`src/rtl/empty_ptr_fifo.sv`:
```
// Free-list FIFO of data-table addresses: a circular RAM with a registered read port that
// feeds a one-word show-ahead output register, with a read-acknowledge from the reader.
module empty_ptr_fifo #(
    parameter int unsigned A_WIDTH = 4
) (
    input  logic               clk_i,
    input  logic               rst_i,
    input  logic               srst_i,
    input  logic [A_WIDTH-1:0] add_empty_ptr_i,
    input  logic               add_empty_ptr_en_i,
    output logic [A_WIDTH-1:0] next_empty_ptr_o,
    output logic               next_empty_ptr_val_o,
    input  logic               next_empty_ptr_rd_ack_i,
    output logic               empty_o,
    output logic               full_o,
    output logic [A_WIDTH:0]   used_words_o,
    output logic               overflow_o,
    output logic               underflow_o
);

    localparam int unsigned      Depth    = 2 ** A_WIDTH;
    localparam logic [A_WIDTH:0] DepthCnt = (A_WIDTH + 1)'(Depth);
    localparam logic [A_WIDTH:0] CntOne   = (A_WIDTH + 1)'(1);
    localparam logic [A_WIDTH-1:0] PtrOne = A_WIDTH'(1);

    logic [A_WIDTH-1:0] mem [Depth];

    logic [A_WIDTH-1:0] wr_ptr_q, wr_ptr_d;
    logic [A_WIDTH-1:0] rd_ptr_q, rd_ptr_d;
    logic [A_WIDTH:0]   ram_cnt_q, ram_cnt_d;
    logic [A_WIDTH:0]   used_q, used_d;
    logic [A_WIDTH-1:0] rdata_q;
    logic               inflight_q, inflight_d;
    logic               out_val_q, out_val_d;
    logic [A_WIDTH-1:0] out_data_q, out_data_d;
    logic               empty_q, empty_d;
    logic               full_q, full_d;
    logic               ovf_q, ovf_d;
    logic               unf_q, unf_d;

    logic ack_ok;
    logic add_ok;
    logic rd_en;
    logic xfer;

    always_comb begin
        ack_ok = next_empty_ptr_rd_ack_i & out_val_q & ~srst_i;
        // A valid ack frees a slot this cycle, so an add is accepted even when full.
        add_ok = add_empty_ptr_en_i & ~srst_i & (~full_q | ack_ok);
        // rdata_q is the single in-flight slot; refill it whenever it will be free.
        rd_en  = ~srst_i & (ram_cnt_q != '0) & (~out_val_q | ack_ok | ~inflight_q);
        xfer   = ~srst_i & inflight_q & (~out_val_q | ack_ok);
    end

    always_comb begin
        wr_ptr_d   = wr_ptr_q;
        rd_ptr_d   = rd_ptr_q;
        ram_cnt_d  = ram_cnt_q;
        used_d     = used_q;
        inflight_d = inflight_q;
        out_val_d  = out_val_q;
        out_data_d = out_data_q;
        ovf_d      = ovf_q;
        unf_d      = unf_q;

        if (srst_i) begin
            wr_ptr_d   = '0;
            rd_ptr_d   = '0;
            ram_cnt_d  = '0;
            used_d     = '0;
            inflight_d = 1'b0;
            out_val_d  = 1'b0;
            out_data_d = '0;
            ovf_d      = 1'b0;
            unf_d      = 1'b0;
        end else begin
            if (add_ok) begin
                wr_ptr_d = wr_ptr_q + PtrOne;
            end
            if (rd_en) begin
                rd_ptr_d = rd_ptr_q + PtrOne;
            end

            if (add_ok && !rd_en) begin
                ram_cnt_d = ram_cnt_q + CntOne;
            end else if (!add_ok && rd_en) begin
                ram_cnt_d = ram_cnt_q - CntOne;
            end

            if (add_ok && !ack_ok) begin
                used_d = used_q + CntOne;
            end else if (!add_ok && ack_ok) begin
                used_d = used_q - CntOne;
            end

            inflight_d = rd_en | (inflight_q & ~xfer);

            if (xfer) begin
                out_val_d  = 1'b1;
                out_data_d = rdata_q;
            end else if (ack_ok) begin
                out_val_d  = 1'b0;
            end

            if (add_empty_ptr_en_i && !add_ok) begin
                ovf_d = 1'b1;
            end
            if (next_empty_ptr_rd_ack_i && !out_val_q) begin
                unf_d = 1'b1;
            end
        end

        empty_d = (used_d == '0);
        full_d  = (used_d == DepthCnt);
    end

    // Storage array and its read register carry no reset; validity lives in the counters.
    always_ff @(posedge clk_i) begin
        if (add_ok) begin
            mem[wr_ptr_q] <= add_empty_ptr_i;
        end
        if (rd_en) begin
            rdata_q <= mem[rd_ptr_q];
        end
    end

    always_ff @(posedge clk_i or posedge rst_i) begin
        if (rst_i) begin
            wr_ptr_q   <= '0;
            rd_ptr_q   <= '0;
            ram_cnt_q  <= '0;
            used_q     <= '0;
            inflight_q <= 1'b0;
            out_val_q  <= 1'b0;
            out_data_q <= '0;
            empty_q    <= 1'b1;
            full_q     <= 1'b0;
            ovf_q      <= 1'b0;
            unf_q      <= 1'b0;
        end else begin
            wr_ptr_q   <= wr_ptr_d;
            rd_ptr_q   <= rd_ptr_d;
            ram_cnt_q  <= ram_cnt_d;
            used_q     <= used_d;
            inflight_q <= inflight_d;
            out_val_q  <= out_val_d;
            out_data_q <= out_data_d;
            empty_q    <= empty_d;
            full_q     <= full_d;
            ovf_q      <= ovf_d;
            unf_q      <= unf_d;
        end
    end

    assign next_empty_ptr_o     = out_data_q;
    assign next_empty_ptr_val_o = out_val_q;
    assign empty_o              = empty_q;
    assign full_o               = full_q;
    assign used_words_o         = used_q;
    assign overflow_o           = ovf_q;
    assign underflow_o          = unf_q;

    // Every stored word sits in exactly one place: RAM, the read register or the output.
    a_count_consistent: assert property (@(posedge clk_i) disable iff (rst_i)
        int'(used_q) == int'(ram_cnt_q) + int'(inflight_q) + int'(out_val_q));

    a_ram_bounded: assert property (@(posedge clk_i) disable iff (rst_i)
        ram_cnt_q <= DepthCnt);

endmodule

```
`config.mk`:
```
export PLATFORM = sky130hd
export DESIGN_NAME = empty_ptr_fifo
export DESIGN_NICKNAME = d
export VERILOG_FILES = /design/src/rtl/empty_ptr_fifo.sv
export SDC_FILE = /design/constraint.sdc
export NUM_CORES = 1
export LEC_CHECK = 0
export CORE_MARGIN = 2
export CORE_UTILIZATION = 45
export CTS_CLUSTER_DIAMETER = 40
export DETAILED_ROUTE_END_ITERATION = 10
export GPL_ROUTABILITY_DRIVEN = 0
export RECOVER_POWER = 50
export SLEW_MARGIN = 20
export SYNTH_ARGS = -nofsm -noshare
export SYNTH_HDL_FRONTEND = slang
export SYNTH_SLANG_ARGS = --single-unit
```
`constraint.sdc`:
```
create_clock -name clk_i -period 3.7 [get_ports clk_i]
set_input_delay 0.555 -clock clk_i [delete_from_list [all_inputs] [get_ports clk_i]]
set_output_delay 0.555 -clock clk_i [all_outputs]
set_load 0.02 [all_outputs]
```
# ---- Word level (Yosys, flattened, before mapping)
# Memory sizes are Yosys's and may differ from the RTL's. A register that Yosys moved wholly into a read port is not among the register bits.
# Index checks and enable logic that the tools add are counted.
dict set report word_totals {
  reg_bits 28
  latch_bits 0
  ram_bits 64
  rom_bits 0
  in_bits 9
  word_cells 78
  mem_count 1
}
dict set report op_classes {
  add_sub_neg 6
  multipliers 0
  n_div 0
  magnitude_cmp 0
  eq_ne 1
  shifts 0
  mux 22
  bitwise 18
  n_reduce_logical 19
}
# name depth width rd rd_ports_with_merged_regs wr line_no
set mem_list {}
lappend mem_list {mem 16 4 1 1 1 26} ;# logic [A_WIDTH-1:0] mem [Depth];
# op count
set op_table {}
lappend op_table {{$mux 5} 6}
lappend op_table {{$mux 4} 6}
lappend op_table {{$add 5x1->5 const B} 2}
lappend op_table {{$mux 1} 10}
lappend op_table {{$reduce_bool 2->1} 5}
lappend op_table {{$sub 5x1->5 const B} 2}
lappend op_table {{$and 1x1->1} 9}
lappend op_table {{$add 4x1->4 const B} 2}
lappend op_table {{$logic_and 1x1->1} 6}
lappend op_table {{$reduce_bool 3->1} 2}
lappend op_table {{$eq 5x5->1 const B} 1}
lappend op_table {{$logic_not 5->1} 1}
lappend op_table {{$not 1->1} 5}
lappend op_table {{$reduce_bool 5->1} 1}
lappend op_table {{$logic_not 1->1} 4}
lappend op_table {{$or 1x1->1} 4}

# ---- Logic depth before layout (Yosys ltp)
# Gate-level depths: netlist (run 1).
dict set report depth {
  depth_word 10
  mapped_depth 10
  depth_no_buf 9
}

# ---- Worst setup path after synthesis (run 1)
# Ideal clock, no wire load.
dict set report synth_timing {
  path_kind {input port to flip-flop}
  start {in next_empty_ptr_rd_ack_i}
  end {reg ram_cnt_q[4]}
  setup_ns 0.132
  arrival_ns 2.422
  required_ns 3.568
  path_slack_ns 1.146
  stages 10
  path_buffers 1
  cell_sequence {buf_2 > a21boi_0 > nor3_1 > nand2_1 > ha_1 > a21oi_1 > a211oi_1 > mux2i_1 > xor2_1 > nor2_1}
}
dict set report synth_between {
  elab_chain_len 9
}
# item line_no
set synth_lines {}
lappend synth_lines {{start: declaration} 13} ;# input logic next_empty_ptr_rd_ack_i,
lappend synth_lines {{$and 1x1->1 * (2 in series)} 47} ;# ack_ok = next_empty_ptr_rd_ack_i & out_val_q & ~srst_i;
lappend synth_lines {{$or 1x1->1 (2 in series)} 51} ;# rd_en = ~srst_i & (ram_cnt_q != '0) & (~out_val_q | ack_ok | ~inflight_q);
lappend synth_lines {{$and 1x1->1} 51}
lappend synth_lines {{$logic_not 1->1} 84} ;# if (add_ok && !rd_en) begin
lappend synth_lines {{$logic_and 1x1->1} 84}
lappend synth_lines {{$mux 5} 84}
lappend synth_lines {{$mux 5} 66} ;# if (srst_i) begin
lappend synth_lines {{end signal: assignment} 143} ;# ram_cnt_q <= ram_cnt_d;
lappend synth_lines {{end: declaration} 30} ;# logic [A_WIDTH:0] ram_cnt_q, ram_cnt_d;
# Every way passes the cells marked *; elsewhere a longest branch is shown, timed or not.
# A chain may end at the register's enable or synchronous reset.

# ---- Worst setup path after layout (run 1)
dict set report layout_timing {
  start {in srst_i}
  end {reg empty_q, in the netlist empty_o}
}
dict set report layout_between {
  elab_chain_len 10
}
# item line_no
set layout_lines {}
lappend layout_lines {{start: declaration} 8} ;# input logic srst_i,
lappend layout_lines {{$not 1->1} {47, 49}}
lappend layout_lines {{$and 1x1->1} 47}
lappend layout_lines {{$or 1x1->1} 49} ;# add_ok = add_empty_ptr_en_i & ~srst_i & (~full_q | ack_ok);
lappend layout_lines {{$and 1x1->1} 49}
lappend layout_lines {{$logic_not 1->1} 92} ;# end else if (!add_ok && ack_ok) begin
lappend layout_lines {{$logic_and 1x1->1} 92}
lappend layout_lines {{$mux 5} 92}
lappend layout_lines {{$mux 5} 90} ;# if (add_ok && !ack_ok) begin
lappend layout_lines {{$mux 5 *} 66}
lappend layout_lines {{via used_d[3]} 31} ;# logic [A_WIDTH:0] used_q, used_d;
lappend layout_lines {{$logic_not 5->1 *} 113} ;# empty_d = (used_d == '0);
lappend layout_lines {{via empty_d} 36} ;# logic empty_q, empty_d;
lappend layout_lines {{end signal: assignment} 148} ;# empty_q <= empty_d;
lappend layout_lines {{end: declaration} 36}
# Mark *: on every way through the listed nets, which the timed path passes. The rest lies on a longest branch.

==> results of run 1 <==
## kinds of logic (layout without fill, tap and decap cells)
| family | after synthesis | count (layout) | synth area share |
|---|---|---|---|
| flops | 96 | 96 | 0.641 |
| buf+inv | 20 | 51 | 0.0199 |
| mux | 29 | 29 | 0.128 |
| compound gates | 32 | 32 | 0.0617 |
| fa+ha+maj | 12 | 12 | 0.0368 |
| xor+xnor | 9 | 9 | 0.0184 |
| simple gates | 79 | 79 | 0.0947 |
## cell usage after synthesis (3+ instances only)
library cell  count
nor2_1           33
nand2_1          10
xor2_1            5
nand3_1           7
nor2b_1           3
edfxtp_1         68
inv_1             9
o21ai_0           4
nand2b_1          4
mux2i_1           7
dfrtp_1          27
nor3_1            6
clkbuf_1          7
xnor2_1           4
a21oi_1          11
ha_1             11
nor4_1            3
mux4_2           20
## per-stage QoR
step / utilization / hold WS (ns) / power, mW / cell area (sq um)
2_1_floorplan: - / 0.462 / 2.01 / 4280
3_3_place_gp: 0.502 / 0.474 / 2.23 / 4640
3_5_place_dp: 0.502 / 0.479 / 2.23 / 4640
4_1_cts: 0.523 / 0.502 / 2.89 / 4830
5_1_grt: 0.523 / 0.557 / 3.02 / 4830
6_report: 0.523 / 0.496 / 2.86 / 4830
## area by class of cell
cell class | instances | area share
clock buffer | 9 | 0.0257
clock inverter | 7 | 0.0137
inverter | 9 | 0.00700
multi-input combinational | 161 | 0.301
sequential | 96 | 0.568
tap | 129 | 0.0334
timing repair buffer | 26 | 0.0510
## registers in the layout (all words and copies together), names as in the netlist
register              cells
mem                      64
ram_cnt_q                 5
used_words_o              5
next_empty_ptr_o          4
rd_ptr_q                  4
rdata_q                   4
wr_ptr_q                  4
empty_o                   1
full_o                    1
inflight_q                1
next_empty_ptr_val_o      1
overflow_o                1
underflow_o               1
## per-layer routing
layer / vias up / share of wire
met4: 0 / 0.015
met2: 43 / 0.46
met3: 8 / 0.032
li1: 1107 / -
met1: 1146 / 0.49
met5: - / 0
## placed cells by master (no fill, tap or decap), drive strengths merged, types with 3 or more instances in the layout
cell type      netlist  final
edfxtp              68     68
nor2                33     33
dfrtp               27     27
mux4                20     20
clkdlybuf4s50        0     16
a21oi               12     12
inv                  9     12
ha                  11     11
nand2               10     10
clkbuf               7     10
nand3                7      7
mux2i                7      7
nor3                 6      6
dlygate4sd3          0      6
o21ai                6      6
xor2                 5      5
nand2b               4      4
xnor2                4      4
or3                  4      4
clkinv               0      4
nor4                 3      3
nor2b                3      3
buf                  4      3
a211oi               3      3
## worst max path at each step
stage,startpoint,endpoint
final,srst_i,empty_o$_DFF_PP1_
after global routing,srst_i,empty_o$_DFF_PP1_
after CTS,next_empty_ptr_rd_ack_i,ram_cnt_q[4]$_DFFE_PP0P_
after detailed placement,next_empty_ptr_rd_ack_i,ram_cnt_q[4]$_DFFE_PP0P_
after global placement,next_empty_ptr_rd_ack_i,ram_cnt_q[4]$_DFFE_PP0P_
after floorplan,next_empty_ptr_rd_ack_i,ram_cnt_q[4]$_DFFE_PP0P_
## worst reg2reg max path, delay by kind of cell (launching register included)
kind,cells,cell delay (ns)
AND/OR/NAND/NOR,3,0.75
AO/OA/AOI/OAI,3,0.74
flip-flops,1,0.45
adder cells (fa/ha/maj),1,0.38
multiplexers,1,0.18
XOR/XNOR,1,0.15
## power groups by stage
stage               logic (mW)  registers (mW)  clock network [mW]
floorplan                0.655            1.36                   0
global placement         0.846            1.38                   0
detailed placement       0.847            1.38                   0
CTS                      0.852            1.36               0.676
global route             0.925            1.38               0.721
finish                   0.837            1.36               0.662
==> results.sh, run 1 <==
export IMPL_setup_viol=0
export IMPL_seqCellArea_sq_um=2740
export IMPL_dp_cells=421
export IMPL_drt_initial_drc_count=153
export IMPL_use_met1=0.246
export IMPL_path_cells="dlygate4sd3_1, clkbuf_1, nor4_1, a2bb2oi_1, mux2_4, nor4_1"
export IMPL_cts_tree="done"
export IMPL_setup_worst_path_start_class="primary input"
export IMPL_slew_violations=0
export IMPL_hold_buffers=0
export IMPL_place_hpwl_um=5140
export IMPL_die_y_um=102
export IMPL_fin_cells=437
export IMPL_synth_top_area_frac=0.477
export IMPL_required_ns=3.96
export IMPL_synth_top_cells_by_area="edfxtp_1 (48%), dfrtp_1 (16%), mux4_2 (11%), ha_1 (3.2%), nor2_1 (2.9%)"
export IMPL_nets=324
export IMPL_cpMaxStageDelayCell="clkbuf_1"
export IMPL_first_pass_iters=4
export IMPL_cap_violations=0
export IMPL_vias=2304
export IMPL_rows=35
export IMPL_nFillCells=764
export IMPL_fin_setup_tns_ns=0
export IMPL_use_met2=0.248
export IMPL_yosys_most_used_dff="edfxtp_1"
export IMPL_reg2reg_slack_ns=0.88
export IMPL_status="finished clean"
export IMPL_cp_depth=6
export IMPL_swShare=0.323
export IMPL_drive_gt1_frac=0.172
export IMPL_holdPathStages=2
export IMPL_grt_usage=0.166
export IMPL_clock_latency_ns=0.36
export IMPL_finalWorstSetupSlack_ns=0.549
export IMPL_pre_cts_ws_ns=0.524
export IMPL_core_area_sq_um=9240
export IMPL_regToRegStartpoint="ram_cnt_q[0]$_DFFE_PP0P_"
export IMPL_power_frac_seq=0.475
export IMPL_grt_most_used_layer="met2"
export IMPL_clkTransAtPathRegs_ns=0.10
export IMPL_power_per_cell_area_nw_per_um2=592
export IMPL_cts_max_level=3
export IMPL_switching_power_uw=922
export IMPL_drt_total_wl_um=7700
export IMPL_fin_crit_ns=3.15
export IMPL_crit_top_cell="nor4_1"
export IMPL_path_delay_family="buffers and inverters"
export IMPL_final_setup_skew_ns=0.0143
export IMPL_min_period_over_period=0.852
export IMPL_critPathBufInv=2
export IMPL_syn_inst=277
export IMPL_grt_max_degree=34
export IMPL_hp_start="rdata_q[2]$_DFFE_PP_"
export IMPL_leakage_nw=1.70
export IMPL_ios=23
export IMPL_synth_seq_cells=96
export IMPL_ys_seq_area_frac=0.641
export IMPL_hold_viol_final=0
export IMPL_grt_util_met3=0.0290
export IMPL_grt_pass1_vias=2395
export IMPL_worstSetupPathType="in -> reg"
export IMPL_crit_path_max_fanout=33
export IMPL_yosysUniqueCellTypes=49
export IMPL_die_w_um=102
export IMPL_ir_drop_mv=0.242
export IMPL_multi_input_comb_area_sq_um=1450
export IMPL_yosys_area_top_type="edfxtp_1"
export IMPL_ctsRootBufferMaster="clkbuf_8"
export IMPL_synth_edf_count=68
export IMPL_avgViaCountPerCell=5.27
export IMPL_io_buffer_count=22
export IMPL_cts_buffers=9
export IMPL_clock_path_buffers=2
export IMPL_r2r_end="ram_cnt_q[4]$_DFFE_PP0P_"
export IMPL_syn_area_sq_um=4280
export IMPL_worstRegToRegCells=9
export IMPL_wl_per_cell_um=17.6
export IMPL_syn_to_final_growth_pct=12.8
export IMPL_rsz0062_at_grt="false"
export IMPL_grt_pass1_wl_um=12600
export IMPL_whs_endpoint="next_empty_ptr_o[2]$_DFFE_PP0P_"
export IMPL_initial_core_util=0.463
export IMPL_post_cts_resized=0
export IMPL_critPathCaptureType="flop"
export IMPL_yosys_warnings=0
export IMPL_relSlewSlack=0.0290
export IMPL_dieArea_sq_um=10300
export IMPL_worst_path_largest_cell_delay_ns=1.08
export IMPL_p_comb_frac=0.293
export IMPL_cts_sinks=96
export IMPL_synth_avg_cell_area_sq_um=15.5
export IMPL_synthesis_nets=298
export IMPL_ant_nets=0
export IMPL_num_antenna_cells=0
export IMPL_p_clk_frac=0.232
export IMPL_async_flop_share=0.292
export IMPL_fmax_ghz=0.317
export IMPL_crit_arrival_ns=3.41
export IMPL_grt_antenna_before_repair=0
export IMPL_worstHoldPathType="reg -> reg"
export IMPL_tightest_slew_ns=1.46
export IMPL_drc=0
export IMPL_grt_overflow=0
export IMPL_power_internal_mw=1.94
export IMPL_post_cts_buffers=0
Power figures use the tool's default switching activity.
==> run 2, diff against run 1 <==
- CORE_UTILIZATION: 45 -> 55
- GPL_TIMING_DRIVEN: unset -> 0
- PLACE_DENSITY: unset -> 0.74
==> results.sh, run 2 (synthesis results as in run 1) <==
export IMPL_nFillCells=559
export IMPL_worstRegToRegCells=9
export IMPL_syn_to_final_growth_pct=12.1
export IMPL_post_cts_resized=0
export IMPL_ir_drop_mv=0.229
export IMPL_p_total_mw=2.85
export IMPL_drive_gt1_frac=0.172
export IMPL_worstSetupPathType="in -> reg"
export IMPL_place_hpwl_um=5480
export IMPL_cts_sinks=96
export IMPL_post_cts_buffers=0
export IMPL_cap_violations=0
export IMPL_grt_most_used_layer="met2"
export IMPL_dieArea_sq_um=8510
export IMPL_fin_setup_tns_ns=0
export IMPL_crit_path_max_fanout=7
export IMPL_critPathCaptureType="flop"
export IMPL_largest_register="mem"
export IMPL_dp_cells=400
export IMPL_setup_worst_path_start_class="primary input"
export IMPL_hold_buffers=0
export IMPL_die_y_um=92.2
export IMPL_io_buffer_count=21
export IMPL_cts_buffers=9
export IMPL_grt_util_met3=0.0378
export IMPL_timing_hold_ws_ns=0.495
export IMPL_grt_usage=0.208
export IMPL_fin_crit_ns=3.08
export IMPL_clock_latency_ns=0.37
export IMPL_avgViaCountPerCell=5.80
export IMPL_cts_tree="done"
export IMPL_worst_path_largest_cell_delay_ns=0.69
export IMPL_reg2reg_slack_ns=0.78
export IMPL_leakage_nw=1.72
export IMPL_fmax_ghz=0.324
export IMPL_grt_max_degree=29
export IMPL_grt_antenna_before_repair=0
export IMPL_relSlewSlack=0.284
export IMPL_cts_max_level=3
export IMPL_multi_input_comb_area_sq_um=1450
export IMPL_drc=0
export IMPL_seqCellArea_sq_um=2740
export IMPL_grt_pass1_wl_um=12900
export IMPL_grt_overflow=0
export IMPL_rows=32
export IMPL_placed_cell_area_sq_um=4620
export IMPL_fin_util=0.627
export IMPL_vias=2411
export IMPL_holdPathStages=2
export IMPL_die_w_um=92.2
export IMPL_path_cells="dlygate4sd3_1, inv_1, nor3_1, nand2_1, ha_1, a21oi_1, a211oi_1, mux2i_1, xor2_1, nor2_1"
export IMPL_final_cell_mix="edfxtp_1 (68), nor2_1 (33), dfrtp_1 (27)"
export IMPL_rsz0062_at_grt="false"
export IMPL_clock_path_buffers=2
export IMPL_cpMaxStageDelayCell="dlygate4sd3_1"
export IMPL_use_met1=0.277
export IMPL_crit_arrival_ns=3.32
export IMPL_largest_reg_flops=64
export IMPL_slew_violations=0
export IMPL_required_ns=3.94
export IMPL_initial_core_util=0.560
export IMPL_final_common_cell="edfxtp_1"
export IMPL_regToRegStartpoint="ram_cnt_q[0]$_DFFE_PP0P_"
export IMPL_drt_total_wl_um=7820
export IMPL_tightest_slew_ns=1.07
export IMPL_pre_cts_ws_ns=0.341
export IMPL_finalWorstSetupSlack_ns=0.615
export IMPL_setup_viol=0
export IMPL_first_pass_iters=4
export IMPL_final_setup_skew_ns=0.0103
export IMPL_drt_initial_drc_count=127
export IMPL_fin_cells=416
export IMPL_nets=330
export IMPL_hp_start="rdata_q[1]$_DFFE_PP_"
export IMPL_worstHoldPathType="reg -> reg"
export IMPL_min_period_over_period=0.834
export IMPL_r2r_end="ram_cnt_q[4]$_DFFE_PP0P_"
export IMPL_use_met2=0.334
export IMPL_clkTransAtPathRegs_ns=0.10
export IMPL_status="finished clean"
export IMPL_power_per_cell_area_nw_per_um2=594
export IMPL_core_area_sq_um=7650
export IMPL_wl_per_cell_um=18.8
export IMPL_num_antenna_cells=0
export IMPL_postLayoutCellArea_sq_um=4800
export IMPL_ios=23
export IMPL_hold_viol_final=0
export IMPL_ant_nets=0
export IMPL_grt_pass1_vias=2519
export IMPL_ctsRootBufferMaster="clkbuf_8"
export IMPL_whs_endpoint="next_empty_ptr_o[1]$_DFFE_PP0P_"
## run 2: changes by cell type in the layout (fill, tap and decap cells not counted), sizes merged
cell           change
clkinv             -4
clkbuf             +7
buf                +1
clkdlybuf4s50     -10
clkinvlp           +3
dlygate4sd3        +9
## run 2: power breakdown
part	switching (mW)	total (mW)	internal, mW	leakage, nW
registers	0.0770	1.33	1.25	0.987
logic	0.460	0.892	0.432	0.652
clock network	0.377	0.631	0.254	0.0814
total	0.914	2.85	1.93	1.72
## run 2: worst max-delay path by stage
stage | from | to | slack (ns) | cells after the start
after floorplan | next_empty_ptr_rd_ack_i | ram_cnt_q[4]$_DFFE_PP0P_ | 1.15 | 10
after global placement | add_empty_ptr_en_i | ram_cnt_q[4]$_DFFE_PP0P_ | 0.39 | 10
after detailed placement | add_empty_ptr_en_i | ram_cnt_q[4]$_DFFE_PP0P_ | 0.34 | 10
after CTS | add_empty_ptr_en_i | ram_cnt_q[4]$_DFFE_PP0P_ | 0.70 | 10
after global routing | add_empty_ptr_en_i | ram_cnt_q[4]$_DFFE_PP0P_ | 0.25 | 10
final | add_empty_ptr_en_i | ram_cnt_q[4]$_DFFE_PP0P_ | 0.62 | 10
## run 2: area by class of cell
cell class	instances	share of cell area
sequential	96	0.572
clock buffer	10	0.0266
multi-input combinational	161	0.303
buffer	11	0.0107
clock inverter	6	0.0107
inverter	9	0.00704
tap	102	0.0266
timing repair buffer	21	0.0438
## run 2: worst max-delay path, delay by kind of cell
kind / cells / cell delay [ns]
buffers and inverters: 2 / 0.86
and+or+nand+nor: 3 / 0.80
adders and majority gates: 1 / 0.39
AOI/OAI and AO/OA: 2 / 0.32
muxes: 1 / 0.21
xor gates and xnor gates: 1 / 0.17
## run 2: metal layers
layer,share of wire,wire length [um]
met5,0,0
met4,0.023,182
met3,0.045,349
met2,0.50,3880
met1,0.44,3410
==> run 3, diff against run 2 <==
- clock period: 3.7 -> 2.9 ns (I/O delays scaled with it)
==> results.sh, run 3 (synthesis results as in run 1) <==
export IMPL_status="finished clean"
export IMPL_grt_usage=0.208
export IMPL_wl_per_cell_um=18.8
export IMPL_path_delay_family="buffers and inverters"
export IMPL_clock_latency_ns=0.36
export IMPL_path_cells="clkdlybuf4s50_1, inv_1, nor3_4, nand2_1, ha_1, a21oi_1, a211oi_1, mux2i_1, xor2_1, nor2_1"
export IMPL_required_ns=3.13
export IMPL_drive_gt1_frac=0.178
export IMPL_cts_sinks=96
export IMPL_grt_antenna_before_repair=0
export IMPL_worstHoldPathType="in -> reg"
export IMPL_cp_depth=10
export IMPL_worst_path_largest_cell_delay_ns=0.61
export IMPL_drt_initial_drc_count=130
export IMPL_setup_viol=0
export IMPL_seqCellArea_sq_um=2740
export IMPL_first_pass_iters=4
export IMPL_setup_worst_path_start_class="primary input"
export IMPL_crit_path_max_fanout=7
export IMPL_pre_cts_ws_ns=-0.339
export IMPL_cts_buffers=9
export IMPL_ios=23
export IMPL_ctsRootBufferMaster="clkbuf_8"
export IMPL_leakage_nw=1.73
export IMPL_ant_nets=0
export IMPL_final_setup_skew_ns=0.0133
export IMPL_largest_register="mem"
export IMPL_holdPathStages=3
export IMPL_multi_input_comb_area_sq_um=1460
export IMPL_cap_violations=0
export IMPL_critPathBufInv=2
export IMPL_final_cell_mix="edfxtp_1 (68), nor2_1 (33), dfrtp_1 (27)"
export IMPL_clkTransAtPathRegs_ns=0.09
export IMPL_final_common_cell="edfxtp_1"
export IMPL_num_antenna_cells=0
export IMPL_tightest_slew_ns=1.07
export IMPL_vias=2432
export IMPL_fmax_ghz=0.378
export IMPL_slew_violations=0
export IMPL_grt_overflow=0
export IMPL_min_period_over_period=0.912
export IMPL_die_y_um=92.2
export IMPL_cts_tree="done"
export IMPL_grt_max_degree=29
export IMPL_syn_to_final_growth_pct=12.5
export IMPL_clock_path_buffers=2
export IMPL_hold_buffers=0
export IMPL_dp_cells=400
export IMPL_largest_reg_flops=64
export IMPL_initial_core_util=0.560
export IMPL_hold_viol_final=0
export IMPL_core_area_sq_um=7650
export IMPL_dieArea_sq_um=8510
export IMPL_io_buffer_count=21
export IMPL_die_w_um=92.2
export IMPL_rsz0062_at_grt="false"
export IMPL_worstRegToRegCells=9
export IMPL_worstSetupPathType="in -> reg"
export IMPL_place_hpwl_um=5480
export IMPL_ir_drop_mv=0.292
export IMPL_power_per_cell_area_nw_per_um2=757
export IMPL_drt_total_wl_um=7850
export IMPL_crit_arrival_ns=2.87
export IMPL_fin_cells=417
export IMPL_grt_pass1_vias=2534
export IMPL_grt_pass1_wl_um=13000
export IMPL_fin_crit_ns=2.64
export IMPL_cts_max_level=3
export IMPL_nFillCells=556
export IMPL_avgViaCountPerCell=5.83
export IMPL_rows=32
export IMPL_nets=331
export IMPL_cpMaxStageDelayCell="clkdlybuf4s50_1"
export IMPL_finalWorstSetupSlack_ns=0.256
export IMPL_relSlewSlack=0.284
export IMPL_critPathCaptureType="flop"
export IMPL_drc=0
[run 3: cell types whose count changed in the layout (fill, tap and decap cells not counted), sizes merged]
cell	previous run	this run
clkdlybuf4s50	6	7
dlygate4sd3	15	14
buf	4	5
[run 3: worst paths after layout]
check | startpoint | end | slack, ns
worst min-delay path | next_empty_ptr_rd_ack_i | underflow_o$_DFFE_PP0P_ | 0.49
max in group asynchronous | rst_i | wr_ptr_q[0]$_DFFE_PP0P_ | 1.47
min in group asynchronous | rst_i | next_empty_ptr_o[2]$_DFFE_PP0P_ | 0.77
worst max register to register | ram_cnt_q[0]$_DFFE_PP0P_ | ram_cnt_q[4]$_DFFE_PP0P_ | 0.28
worst max-delay path | add_empty_ptr_en_i | ram_cnt_q[4]$_DFFE_PP0P_ | 0.26
worst min register to register | rdata_q[1]$_DFFE_PP_ | next_empty_ptr_o[1]$_DFFE_PP0P_ | 0.50
[run 3: report_power, final]
part           switching (mW)  internal, mW
clock network           0.474         0.324
logic                   0.591         0.567
registers              0.0974          1.59
total                    1.16          2.48
[run 3: stage by stage]
step                hold WS (ns)  area, sq um   util  TNS [ns]  power (mW)
floorplan                  0.462         4280      -         0        2.57
global placement           0.471         4620  0.604    -0.694        2.83
detailed placement         0.478         4620  0.604    -0.806        2.87
CTS                        0.465         4810  0.628         0        3.69
global route               0.488         4820  0.630         0        3.84
finish                     0.487         4820  0.630         0        3.65
[run 3: per-layer routing]
metal / wire length [um] / GRT usage / share of wire
met3: 454 / 0.0353 / 0.058
met4: 105 / 0.102 / 0.013
met1: 3380 / 0.279 / 0.43
met2: 3910 / 0.333 / 0.50
met5: 0 / 0 / 0
[run 3: repair_timing]
action / in CTS / in global routing
pin swaps: 1 / 0
setup buffers: 1 / 0
resized for setup: 0 / 3
endpoints found under the setup margin: 1 / 2
[run 3: area by class of cell]
type	count	share of cell area
clock buffers	10	0.0265
flip-flops and latches	96	0.570
well taps	102	0.0265
clock inverters	6	0.0106
repair buffers	22	0.0452
multi-input cells	161	0.304
plain buffers	11	0.0106
inverters	9	0.00701
[run 3: worst register-to-register path, delay by kind of cell (launching register included)]
| kind | cells | cell delay, ns |
|---|---|---|
| xor gates and xnor gates | 1 | 0.17 |
| DFF | 1 | 0.46 |
| muxes | 1 | 0.22 |
| AOI/OAI and AO/OA | 3 | 0.59 |
| adders and majority gates | 1 | 0.37 |
| and+or+nand+nor | 3 | 0.69 |
